File: src/rtl/uart_pkg.sv
// rtl/uart_pkg.sv - shared constants and types for the UART receive controller
package uart_pkg;

   localparam int Oversample = 16;
   localparam int DivWidthDef = 16;
   localparam logic [7:0] ErrMax = 8'hFF;

   typedef enum logic {
      DISARMED = 1'b0,
      ARMED    = 1'b1
   } idleState_t;

endpackage

File: src/rtl/uart_byte_fifo.sv
// rtl/uart_byte_fifo.sv - byte FIFO between receiver capture and the drain port
module uart_byte_fifo #(
   parameter int Depth = 4
) (
   input  logic                   clk,
   input  logic                   reset,
   input  logic                   push,
   input  logic [7:0]             pushData,
   input  logic                   pop,
   output logic [7:0]             headData,
   output logic                   full,
   output logic                   empty,
   output logic [$clog2(Depth):0] level
);

   localparam int PtrW = $clog2(Depth);
   localparam logic [PtrW:0] FullLvl = (PtrW + 1)'(Depth);

   logic [7:0]      mem [Depth];
   logic [PtrW-1:0] wrPtr;
   logic [PtrW-1:0] rdPtr;
   logic [PtrW:0]   count;
   logic            doPush;
   logic            doPop;

   assign empty    = (count == '0);
   assign full     = (count == FullLvl);
   assign level    = count;
   assign headData = mem[rdPtr];

   // A pop frees the slot in the same cycle, so a full FIFO still takes the push.
   assign doPop  = pop & ~empty;
   assign doPush = push & (~full | doPop);

   always_ff @(posedge clk or posedge reset) begin
      if (reset) begin
         for (int i = 0; i < Depth; i++) begin
            mem[i] <= '0;
         end
         wrPtr <= '0;
         rdPtr <= '0;
         count <= '0;
      end else begin
         if (doPush) begin
            mem[wrPtr] <= pushData;
            wrPtr      <= wrPtr + 1'b1;
         end
         if (doPop) begin
            rdPtr <= rdPtr + 1'b1;
         end
         case ({doPush, doPop})
            2'b10:   count <= count + 1'b1;
            2'b01:   count <= count - 1'b1;
            default: count <= count;
         endcase
      end
   end

endmodule

File: src/rtl/uart_rx_ctrl.sv
// rtl/uart_rx_ctrl.sv - UART receive sequencing: oversample strobe, byte capture,
// drain FIFO, sticky status and line-idle timeout
module uart_rx_ctrl
   import uart_pkg::*;
#(
   parameter int DivWidth  = DivWidthDef,
   parameter int Depth     = 4,
   parameter int IdleTicks = 10 * Oversample
) (
   input  logic                   clk,
   input  logic                   reset,
   input  logic                   enable,
   input  logic [DivWidth-1:0]    divisor,
   input  logic                   clr_status,
   output logic                   rx_en,
   input  logic [7:0]             rx_data,
   input  logic                   rx_done,
   input  logic                   rx_err,
   output logic [7:0]             out_data,
   output logic                   out_valid,
   input  logic                   out_ready,
   output logic [$clog2(Depth):0] level,
   output logic                   overflow,
   output logic                   frame_err,
   output logic [7:0]             err_count,
   output logic                   idle
);

   localparam int IdleW = $clog2(IdleTicks);
   localparam logic [IdleW-1:0] IdleLast = IdleW'(IdleTicks - 1);

   logic [DivWidth-1:0] tickCnt;
   logic                tickHit;
   logic                cap;
   logic                ev;
   logic                popReq;
   logic                fifoFull;
   logic                fifoEmpty;
   logic                drop;
   logic [7:0]          errBase;
   idleState_t          idleState;
   logic [IdleW-1:0]    idleCnt;
   logic [IdleW-1:0]    idleInc;

   // Decoded from the registered count; >= lets a lowered divisor wrap at once.
   assign tickHit = (tickCnt >= divisor);
   assign rx_en   = enable & tickHit & ~reset;

   always_ff @(posedge clk or posedge reset) begin
      if (reset) begin
         tickCnt <= '0;
      end else if (!enable || tickHit) begin
         tickCnt <= '0;
      end else begin
         tickCnt <= tickCnt + 1'b1;
      end
   end

   assign cap    = rx_en & rx_done;
   assign ev     = rx_en & rx_err;
   assign popReq = out_valid & out_ready;
   assign drop   = cap & fifoFull & ~popReq;

   uart_byte_fifo #(
      .Depth(Depth)
   ) byteFifo (
      .clk     (clk),
      .reset   (reset),
      .push    (cap),
      .pushData(rx_data),
      .pop     (popReq),
      .headData(out_data),
      .full    (fifoFull),
      .empty   (fifoEmpty),
      .level   (level)
   );

   assign out_valid = ~fifoEmpty;

   // Clear is applied first so a coincident event still lands.
   assign errBase = clr_status ? 8'h00 : err_count;

   always_ff @(posedge clk or posedge reset) begin
      if (reset) begin
         overflow  <= 1'b0;
         frame_err <= 1'b0;
         err_count <= 8'h00;
      end else begin
         overflow  <= (overflow & ~clr_status) | drop;
         frame_err <= (frame_err & ~clr_status) | ev;
         if (ev && errBase != ErrMax) begin
            err_count <= errBase + 1'b1;
         end else begin
            err_count <= errBase;
         end
      end
   end

   assign idleInc = idleCnt + 1'b1;

   // Fires as the tick count reaches IdleTicks-1, putting the pulse IdleTicks ticks after the byte.
   always_ff @(posedge clk or posedge reset) begin
      if (reset) begin
         idleState <= DISARMED;
         idleCnt   <= '0;
         idle      <= 1'b0;
      end else begin
         idle <= 1'b0;
         if (ev) begin
            idleState <= DISARMED;
            idleCnt   <= '0;
         end else if (cap) begin
            idleState <= ARMED;
            idleCnt   <= '0;
         end else if (idleState == ARMED && rx_en) begin
            if (idleInc == IdleLast) begin
               idle      <= 1'b1;
               idleState <= DISARMED;
               idleCnt   <= '0;
            end else begin
               idleCnt <= idleInc;
            end
         end
      end
   end

endmodule

File: config.mk
export PLATFORM = sky130hd
export DESIGN_NAME = uart_rx_ctrl
export DESIGN_NICKNAME = d
export VERILOG_FILES = /design/src/rtl/uart_pkg.sv /design/src/rtl/uart_byte_fifo.sv /design/src/rtl/uart_rx_ctrl.sv
export SDC_FILE = /design/constraint.sdc
export NUM_CORES = 1
export LEC_CHECK = 0
export CORE_MARGIN = 1
export CORE_UTILIZATION = 30
export CTS_BUF_LIST = sky130_fd_sc_hd__clkbuf_8
export DETAILED_ROUTE_END_ITERATION = 6
export REMOVE_ABC_BUFFERS = 1
export SYNTH_ARGS = -nofsm -noshare
export SYNTH_HDL_FRONTEND = slang
export SYNTH_HIERARCHICAL = 1
export SYNTH_SLANG_ARGS = --single-unit
File: constraint.sdc
create_clock -name clk -period 4.7 [get_ports clk]
set_input_delay 0.94 -clock clk [delete_from_list [all_inputs] [get_ports clk]]
set_output_delay 0.94 -clock clk [all_outputs]
set_load 0.005 [all_outputs]
Yosys cells after proc, flatten, opt, wreduce, memory -nomap -nowiden
Index checks and enable logic that the tools add are counted.
Widths: inputs -> output; s select.
{"block": "totals", "regBits": 75, "latchBits": 0, "ramBits": 0, "romBits": 0, "inputBits": 31, "output_inout_bits": 24, "mem_count": 0}
{"block": "classes", "add_sub_neg": 7, "mul": 0, "div": 0, "n_lt_le_gt_ge": 4, "eq_ne": 5, "shifts": 0, "n_mux": 22, "bitwise_logic": 21, "reduce_logical": 10}
{"operator": "$mux 8", "count": 9}
{"operator": "$bwmux 32", "count": 1}
{"operator": "$add 16x1->16 const B", "count": 1}
{"operator": "$add 8x1->8 const B", "count": 2}
{"operator": "$bmux 8 s2", "count": 1}
{"operator": "$demux 8 s2", "count": 1}
{"operator": "$ge 16x16->1", "count": 1}
{"operator": "$mux 16", "count": 1}
{"operator": "$and 1x1->1", "count": 11}
{"operator": "$eq 8x8->1 const B", "count": 1}
{"operator": "$mux 1", "count": 8}
{"operator": "$ne 8x8->1 const B", "count": 1}
{"operator": "$ge 3x3->1 const B", "count": 2}
{"operator": "$not 2->3", "count": 2}
{"operator": "$pmux 3 s2", "count": 1}
{"operator": "$reduce_bool 3->1", "count": 2}
{"operator": "$not 1->1", "count": 5}
{"operator": "$add 2x1->2 const B", "count": 2}
{"operator": "$add 3x1->3 const B", "count": 1}
{"operator": "$eq 3x3->1 const B", "count": 1}
{"operator": "$logic_and 1x1->1", "count": 3}
{"operator": "$logic_not 3->1", "count": 1}
{"operator": "$lt 3x1->1 const B", "count": 1}
{"operator": "$or 1x1->1", "count": 3}
{"operator": "7 further kinds", "count": 7}

Logic depth before layout (Yosys ltp)
{"block": "logic_depth", "ltp_word": 8, "depth_mapped": 16}

Cells and area by module
The synthesis kept the hierarchy.
{"mod": "uart_rx_ctrl", "instances": 1, "cells_per_inst": 255, "area_each_um2": 2326.0, "seq_area_each_um2": 900.9}
{"mod": "uart_byte_fifo", "instances": 1, "cells_per_inst": 116, "area_each_um2": 1805.5, "seq_area_each_um2": 975.9}

Worst setup path after synthesis
No wires, ideal clock.
{"block": "synth_timing", "path_kind": "input port to flip-flop", "start": "input port divisor[15]", "end": "register byteFifo.count[2], in the netlist byteFifo/level[2]", "setup_ns": 0.127, "arrival_time_ns": 3.801, "slack_ns": 0.772, "cell_stages": 16, "n_path_buf": 2, "cell_sequence": "inv_1 -> ha_1 -> nand4_1 -> or3_4 -> nor4_4 -> o311ai_4 -> buf_4 -> buf_6 -> nor2_1 -> or2b_2 -> ha_1 -> inv_1 -> fa_1 -> xor2_1 -> nor2_1 -> xor2_1"}
{"block": "synth_via", "elab_chain_len": 7, "word_cells_on_any_way": 9}
{"element": "start: declaration", "line": "uart_rx_ctrl.sv:13", "text": "input logic [DivWidth-1:0] divisor,"}
{"element": "$ge 16x16->1 (*)", "line": "uart_rx_ctrl.sv:46", "text": "assign tickHit = (tickCnt >= divisor);"}
{"element": "$and 1x1->1 (*) (2 in a row)", "line": "uart_rx_ctrl.sv:47", "text": "assign rx_en = enable & tickHit & ~reset;"}
{"element": "$and 1x1->1 (*)", "line": "uart_rx_ctrl.sv:59", "text": "assign cap = rx_en & rx_done;"}
{"element": "via cap", "line": "uart_rx_ctrl.sv:34", "text": "logic cap;"}
{"element": "$and 1x1->1 (*)", "line": "uart_byte_fifo.sv:33", "text": "assign doPush = push & (~full | doPop);"}
{"element": "$eq 2x1->1 / $eq 2x2->1 (equally long branches)", "line": "uart_byte_fifo.sv:51", "text": "case ({doPush, doPop})"}
{"element": "$pmux 3 s2 / $reduce_bool 2->1 (equally long branches)"}
{"element": "end signal: assignment", "line": "uart_byte_fifo.sv:52", "text": "2'b10: count <= count + 1'b1;"}
{"element": "end signal: assignment", "line": "uart_byte_fifo.sv:53", "text": "2'b01: count <= count - 1'b1;"}
{"element": "end signal: assignment", "line": "uart_byte_fifo.sv:54", "text": "default: count <= count;"}
{"element": "end: declaration", "line": "uart_byte_fifo.sv:22", "text": "logic [PtrW:0] count;"}
The timed path passes the listed nets; every way through them passes the cells marked *.
A chain may end at the register's enable or synchronous reset.

Final worst setup path
{"block": "layout_timing", "start": "input port divisor[15]", "end": "output port rx_en"}
{"block": "layout_via", "elab_chain_len": 3}
{"element": "$ge 16x16->1", "line": "uart_rx_ctrl.sv:46"}
{"element": "$and 1x1->1 (2 in a row)", "line": "uart_rx_ctrl.sv:47"}
{"element": "end: declaration", "line": "uart_rx_ctrl.sv:15", "text": "output logic rx_en,"}
Every way passes these cells.

==> metrics <==
synthesized cell area=just over 4000 µm²; EDFF count, synth=0; final core occ=38.1%; crit path launch type=primary input; Yosys top cell by area=dfrtp_1; CP endpoint kind=primary output; hold path depth=1; post-synth top area share=45.4%; Setup WS post-layout=0.411 ns; Initial Util=31.0%; clock tree root buffer cell=clkbuf_8; antenna fix cells=0; final worst-path cycle share=91.2%; clock sinks=75; Synth area leaders=dfrtp_1 45%, mux2_2 9.0%, ha_1 7.6%; asr flop ratio synth=100%; P per Cell Area=approximately 300 nW/µm²; largest fanout on the critical path=4; GRT Overall Usage=13.2%; Yosys cell types=48; Clock Latency Late Sink=0.35 ns; Worst-Margin Slew=0.821 ns; drc violations=0; drt wl/cell=between 10 and 15 µm; antenna-violating nets left=0; gr ovfl total=0; post-CTS setup buffers=0; kind of critical path=primary input to primary output; Main synth FF type=dfrtp_1; Filler cells=1357; leakage power=2.32 nW; top-count cell post-synth=dfrtp_1; post-CTS resize count=0; WHS=0.495 ns; CTS tree=built; minimum clock period=4.29 ns; reg2reg path depth=11; initial antenna violation count=0; Synth Instances=~370; # Max-Cap Violations=0; full die area=approximately 14000 µm²; Rel. slew slack=44.7%; DRT Wirelength=8.60 mm; CP arrival=3.35 ns; unrepaired setup endpoints after global routing=no; Yosys reg bits=75; Worst-path clk slew=0.09 ns; clk_skew=0.0109 ns; capture point of the worst reg-to-reg path=byteFifo/level[1]; Hold EP=byteFifo/mem[23]; Critical path origin=divisor[15]; Inserted Clock Buffers=9; core area=13300 µm²; cell row count=42; hpwl dp=roughly 6.2 mm; sequential-to-total area share from yosys stat=45.4%; final hold viol count=0; Syn-to-layout area delta=23.1%; initial DRC count=87; # setup viols final=0; Hold Crit Class=register to register; Worst R2R Start=tickCnt[9]; Synth top cells by count=75 x dfrtp_1, 33 x mux2_2, 32 x inv_1; setup TNS=0 ns; global-route wire length before repair=14.9 mm; Port Buf Inserts=54; min-delay src=byteFifo/mem[23]; TritonRoute pass-1 iters=4; outcome=finished clean; Post-Syn Area per Cell=11.1 µm²; gpl congestion=0.768; Worst Path Required=~3.8 ns; die width=roughly 120 µm; Hold-fix buffers, CTS=0; Max Slew Vio Count=0; Top Ports=55; Fmax=233 MHz; H-tree depth=3; Die H=119 µm; Ys Warns=6; VDD IR-drop max=0.000133 V; final net count=490; FF-to-FF setup slack=1.42 ns; vias per inst=between 4 and 5; pin count of the biggest net entering global routing=38; vias in the first global route=around 3.1k; share of layout cells above drive strength 1=17.4%; pre-CTS WS=0.418 ns; DR vias=2939; clock tree buffer depth=2
-- where the power goes --
| part | switching (mW) | total, mW | leakage (nW) | internal (mW) |
|---|---|---|---|---|
| Clock | 0.263 | 0.515 | 0.0973 | 0.253 |
| Combinational | 0.103 | 0.251 | 1.19 | 0.149 |
| Sequential | 0.0745 | 0.748 | 1.03 | 0.674 |
| Total | 0.440 | 1.51 | 2.32 | 1.08 |
-- critical path, cell delays in order --
cell	delay [ns]
clkdlybuf4s50_1	0.46
inv_1	0.04
ha_1	0.31
nand4_1	0.12
or3_4	0.41
nor4_4	0.25
o311ai_4	0.17
inv_1	0.13
clkdlybuf4s50_1	0.51
-- metrics by stage --
step	instances	power, mW	instance area, µm²
after floorplan	364	0.901	4090
after global placement	598	1.01	4880
after detailed placement	598	1.02	4880
after CTS	614	1.54	5090
after global routing	614	1.60	5090
final	614	1.51	5090
-- per-layer routing --
metal / part of all wire (%) / global-route usage, % / routed length (µm) / vias up
li1: - / - / - / 1423
met1: 47 / 17.1 / 4000 / 1459
met2: 49 / 21.6 / 4180 / 48
met3: 3.9 / 3.54 / 336 / 9
met4: 0.91 / 3.28 / 78 / 0
met5: 0 / 0 / 0 / -
-- cells by family (layout without fill, tap and decap cells) --
| family | count (synthesis) | after routing | share of synthesized area [%] |
|---|---|---|---|
| muxes | 44 | 44 | 14.1 |
| and+or+nand+nor | 119 | 119 | 15.4 |
| AOI/OAI and AO/OA | 44 | 44 | 8.06 |
| xor gates and xnor gates | 24 | 24 | 5.09 |
| adders and majority gates | 26 | 26 | 8.06 |
| buffers and inverters | 39 | 106 | 3.85 |
| DFF | 75 | 75 | 45.4 |
-- flip-flops by register name, summed over array words and instances, names as in the netlist --
name	cells
byteFifo/mem	32
tickCnt	16
err_count	8
idleCnt	8
byteFifo/level	3
byteFifo/rdPtr	2
byteFifo/wrPtr	2
frame_err	1
idle	1
idleState	1
overflow	1
-- worst max-delay path by stage --
stage	to	cells after the start
detailed placement	rx_en	9
finish	rx_en	9
CTS	rx_en	9
floorplan	byteFifo/level[2]	13
global route	rx_en	9
global placement	rx_en	9
-- cell usage in the layout, fill, tap and decap left out, types with 6 or more instances in the layout --
master           instances
nor2_1                  28
nand3_1                 13
inv_1                   32
xor2_1                  11
clkdlybuf4s50_1         54
nor3_1                   6
and3_1                  12
nand2_1                 27
o21ai_0                 12
nand4_1                  6
mux2_2                  33
o31ai_1                  6
a21oi_1                 11
dfrtp_1                 75
clkbuf_8                 9
mux4_2                   8
ha_1                    25
xnor2_1                 13
-- area by class of cell --
| cell class | count | area, µm² | share of cell area (%) |
|---|---|---|---|
| timing repair buffer | 58 | 571 | 11.2 |
| tap | 176 | 220 | 4.33 |
| clock inverter | 7 | 80.1 | 1.57 |
| clock buffer | 9 | 124 | 2.43 |
| sequential | 75 | 1880 | 36.9 |
| multi-input combinational | 257 | 2100 | 41.2 |
| inverter | 32 | 120 | 2.36 |
(Power assumes the default switching activity.)
==> patch 1 (same settings) <==
Add an input register stage for `divisor`, cleared by the reset; this delays it by one clock. The other inputs are not delayed to match. Comments in the files are not updated.
--- a/src/rtl/uart_rx_ctrl.sv
+++ b/src/rtl/uart_rx_ctrl.sv
@@ -29,6 +29,16 @@
    localparam int IdleW = $clog2(IdleTicks);
    localparam logic [IdleW-1:0] IdleLast = IdleW'(IdleTicks - 1);
 
+   logic [DivWidth-1:0] divisor_q;
+
+   always_ff @(posedge clk or posedge reset) begin
+      if (reset) begin
+         divisor_q <= '0;
+      end else begin
+         divisor_q <= divisor;
+      end
+   end
+
    logic [DivWidth-1:0] tickCnt;
    logic                tickHit;
    logic                cap;
@@ -43,7 +53,7 @@
    logic [IdleW-1:0]    idleInc;
 
    // Decoded from the registered count; >= lets a lowered divisor wrap at once.
-   assign tickHit = (tickCnt >= divisor);
+   assign tickHit = (tickCnt >= divisor_q);
    assign rx_en   = enable & tickHit & ~reset;
 
    always_ff @(posedge clk or posedge reset) begin
Check against the original RTL: not equivalent (Yosys sat finds a counterexample within 4 cycles, from zero or initial values and one cycle with reset high).
==> patch 1 against the original RTL <==
The run now ends with DRC left. Area after synthesis grew 10%. Utilization fell by 0.41 points. Global-route usage down 0.077 points. Routed wire length up 9.6%. Power increased by 15%. Clock skew up 3.2 ps. Cell area is 9.0% higher. Setup slack improved by 450 ps. Sequential cell count is 16 higher. First-iteration DRC count is 62% higher. Synthesized cell count up 5.7%. Critical path type is now reg2out. Largest cell class is now registers. Highest routed layer unchanged.
==> patch 1: results (changes against the original RTL) <==
- WL met3: 447 um (+33%)
- Top Registers: byteFifo/mem x32, divisor_q x16, tickCnt x16
- Met2 wire length: 4.673 mm (+12%)
- NonClk Buf Share: 9.887% (-1.3 points)
- Detailed Place HPWL: 6.691 mm (+7.1%)
- Synth Register Bits: 91 (+21%)
- Outcome: finished with violations
- Number of multi-input logic gates: 264 (+2.7%)
- Crit path max fanout: 15 (+11)
- CLK BUF: 11 (+2)
- Clk_skew: 14.06 ps (+3.170 ps)
- Met3 Track Usage GR: 4.322% (+0.78 points)
- Number of distinct library cells after synthesis: 56 (+17%)
- M1 wire length: 4.086 mm (+2.1%)
- Worst Reg-to-Reg Cells: 15 (+4)
- DRC Markers: 4 (+4)
- Worst Setup SP: tickCnt[0]
- CP max stage cell: o21ai_2
- Clock buf/inv share: 4.266% (+0.26 points)
- Sequential share of cell area: 41.08% (+4.2 points)
- Multi-input logic area: 2142 um2 (+2.2%)
- Repair and plain buffers: 55 (-5.2%)
- M1 GR Usage: 15.05% (-2.1 points)
- CP arrival: 2900 ps (-450 ps)
- Setup slack, reg-to-reg: 1120 ps (-300 ps)
- Inverters: 29 (-9.4%)
- Violated checks: DRC
- Synth Area in Adders: 7.294% (-0.76 points)
- M2 GR Usage: 22.31% (+0.69 points)
- VDD IR max: 0.1903 mV (+43%)
- Vias/cell: 4.809 (+0.47%)
- Final GP Congestion: 0.7498 (-2.3%)
- DRT iter0 DRCs: 141 (+62%)
- P_leak: 0.002601 uW (+12%)
- Relative slew slack: 27.21% (-17 points)
- Worst-Skew Late Latency: 380 ps (+30 ps)
- Reg-to-Reg End: byteFifo/level[2]
- Share of cells above drive strength 1: 17.36% (about the same)
- Hold path endpoint: byteFifo/mem[31]
- Top cells by area, synth: dfrtp_1 (50%), mux2_2 (8.6%), ha_1 (6.9%), mux4_2 (3.9%), xnor2_1 (2.7%)
- Initial DRT Pass Iterations: 7 (+3)
- NetSw: 461.1 uW (+4.9%)
- Min-delay src: byteFifo/mem[31]
- R2r startpoint: tickCnt[0]
- Largest net degree at the start of global routing: 53 (+39%)
- Layout Nets: 507 (+3.5%)
[patch 1: per-stage QoR]
stage / worst slack [ps] / instance area, um2 / power (uW) / instances / hold WS [ps]
6_report: 859.2 / 5543 / 1742 / 639 / 502.5
5_1_grt: 572.8 / 5543 / 1834 / 639 / 522.3
4_1_cts: 795.9 / 5543 / 1783 / 639 / 506.5
3_5_place_dp: 963.3 / 5306 / 1148 / 623 / 484.1
3_3_place_gp: 1033 / 5306 / 1137 / 623 / 465.2
2_1_floorplan: 1496 / 4528 / 1034 / 384 / 453.2
[patch 1: kinds of logic after synthesis]
kind of cell / count (synthesis)
flip-flops: 91
XOR/XNOR: 26
AO/OA/AOI/OAI: 43
multiplexers: 46
adder cells (fa/ha/maj): 26
buffers and inverters: 37
AND/OR/NAND/NOR: 123
[patch 1: worst reg2reg max path, delay by kind of cell, from the launching register on]
family          cells  cell delay [ps]
compound gates      3              880
fa+ha+maj           3              820
simple gates        4              780
xor+xnor            2              300
flops               1              420
buf+inv             3              300
==> patch 2 (same flow settings) <==
Without the edit above. `Depth` is set to 4 in 2 places; all go to 8.
--- a/src/rtl/uart_byte_fifo.sv
+++ b/src/rtl/uart_byte_fifo.sv
@@ -1,6 +1,6 @@
 // rtl/uart_byte_fifo.sv - byte FIFO between receiver capture and the drain port
 module uart_byte_fifo #(
-   parameter int Depth = 4
+   parameter int Depth = 8
 ) (
    input  logic                   clk,
    input  logic                   reset,
--- a/src/rtl/uart_rx_ctrl.sv
+++ b/src/rtl/uart_rx_ctrl.sv
@@ -4,7 +4,7 @@
    import uart_pkg::*;
 #(
    parameter int DivWidth  = DivWidthDef,
-   parameter int Depth     = 4,
+   parameter int Depth     = 8,
    parameter int IdleTicks = 10 * Oversample
 ) (
    input  logic                   clk,
Interface: changed (resized level); port bits go from 55 to 56. No check against the original RTL was run, so the function may have changed too.
==> patch 2 against the original RTL <==
Worst hold slack gained 18 ps. Setup slack lost 210 ps. Routed wire length grew 46%. Cell area grew 38%. Power grew 40%. Sequential cell count grew 35. Critical endpoint unchanged. Area after synthesis grew 44%.
==> patch 2: results (changes against the original RTL) <==
- Top Registers: byteFifo/mem x64, tickCnt x16
- Wirelength per Cell: 15.42 um (+10%)
- HP Class: reg2reg
- Vias/cell: 4.805 (+0.38%)
- VDD IR max: 0.1535 mV (+16%)
- Worst path top cell family by delay: buffers and inverters
- Top cells by area, synth: dfrtp_1 (46%), mux2_2 (14%), mux4_2 (6.1%), ha_1 (5.3%), xnor2_1 (2.2%)
- DRT iter0 DRCs: 267 (+210%)
- Final GP Congestion: 0.8150 (+6.1%)
- Layout Nets: 602 (+23%)
- Vias in the first global route: 4089 (+32%)
- Commonest cells post-synth: dfrtp_1 (110), mux2_2 (76), inv_1 (33), nor2_1 (29), nand2_1 (27)
- Htree depth: 3 (unchanged)
- GRT Util Overall: 13.60% (+0.44 points)
- Post-synthesis cell count: 485 (+31%)
- P_leak: 0.003209 uW (+38%)
- Share of cells above drive strength 1: 25.09% (+7.7 points)
- Vias: 3916 (+33%)
- Clk_skew: 18.18 ps (+7.289 ps)
- Root buffer cell: clkbuf_8
- Sequential area share after synthesis: 46.29% (+0.86 points)
- Largest net degree at the start of global routing: 47 (+24%)
- Number of port buffers: 55 (+1.9%)
- Outcome: completed
- Number of distinct library cells after synthesis: 55 (+15%)
- Slowest stage delay, CP: 510 ps (about the same)
- Detailed Place HPWL: 8.881 mm (+42%)
- Worst-Skew Late Latency: 400 ps (+50 ps)
- Placed cells: 799 (+34%)
- Crit path max fanout: 26 (+22)
- Cts bufs inserted: 9 (unchanged)
- First-pass GRT wire length: 21.37 mm (+43%)
- Worst Max-Slew Pin Slew: 1003 ps (+182.7 ps)
- Yosys top cell by area: dfrtp_1
- Initial DRT Pass Iterations: 4 (unchanged)
- CP arrival: 3560 ps (+210 ps)
- Clk buf depth: 2 (unchanged)
## patch 2: worst paths after layout
kind / start / endpoint / slack [ps] / depth (start not counted)
min in group asynchronous: reset / byteFifo/mem[26] / 990 / 2
max in group asynchronous: reset / byteFifo/mem[60] / 2720 / 3
hold / removal: byteFifo/mem[6] / byteFifo/mem[6] / 510 / 1
setup / recovery: divisor[9] / rx_en / 200 / 10
hold reg to reg: byteFifo/mem[6] / byteFifo/mem[6] / 510 / 1
setup reg to reg: tickCnt[9] / byteFifo/level[3] / 1100 / 12
## patch 2: logic make-up (layout without fill, tap and decap cells)
family / Yosys count / after routing / synth area share, %
compound gates: 60 / 60 / 9.489
xor+xnor: 24 / 24 / 3.535
fa+ha+maj: 26 / 26 / 5.596
buf+inv: 49 / 114 / 3.471
flops: 110 / 110 / 46.29
mux: 93 / 93 / 20.62
simple gates: 123 / 123 / 11.00
## patch 2: final cells by class
type,count,area [um2]
fill,1894,12450
multi-input combinational,326,2990
sequential,110,2753
timing repair buffer,65,625.6
tap,265,331.6
clock buffer,10,137.6
inverter,33,123.9
clock inverter,6,47.55
## patch 2: metrics by stage
stage	setup WS [ps]	instance area, um2
global route	60.59	7009
CTS	194.9	7009
global placement	172.4	6824
finish	200.5	7009
floorplan	125.4	5864
detailed placement	102.9	6824
## patch 2: power by group
part           switching, uW  internal [uW]
clock network            341            211
logic                    196            246
registers                141            982
## patch 2: per-layer routing
layer | GRT usage [%] | wire length (um) | vias to the layer above | share of wire, %
met1 | 17.71 | 5918 | 1994 | 47
met4 | 4.584 | 159 | 0 | 1.3
met3 | 2.951 | 365 | 9 | 2.9
met5 | 0 | 0 | - | 0
li1 | - | - | 1862 | -
met2 | 22.32 | 6121 | 51 | 49
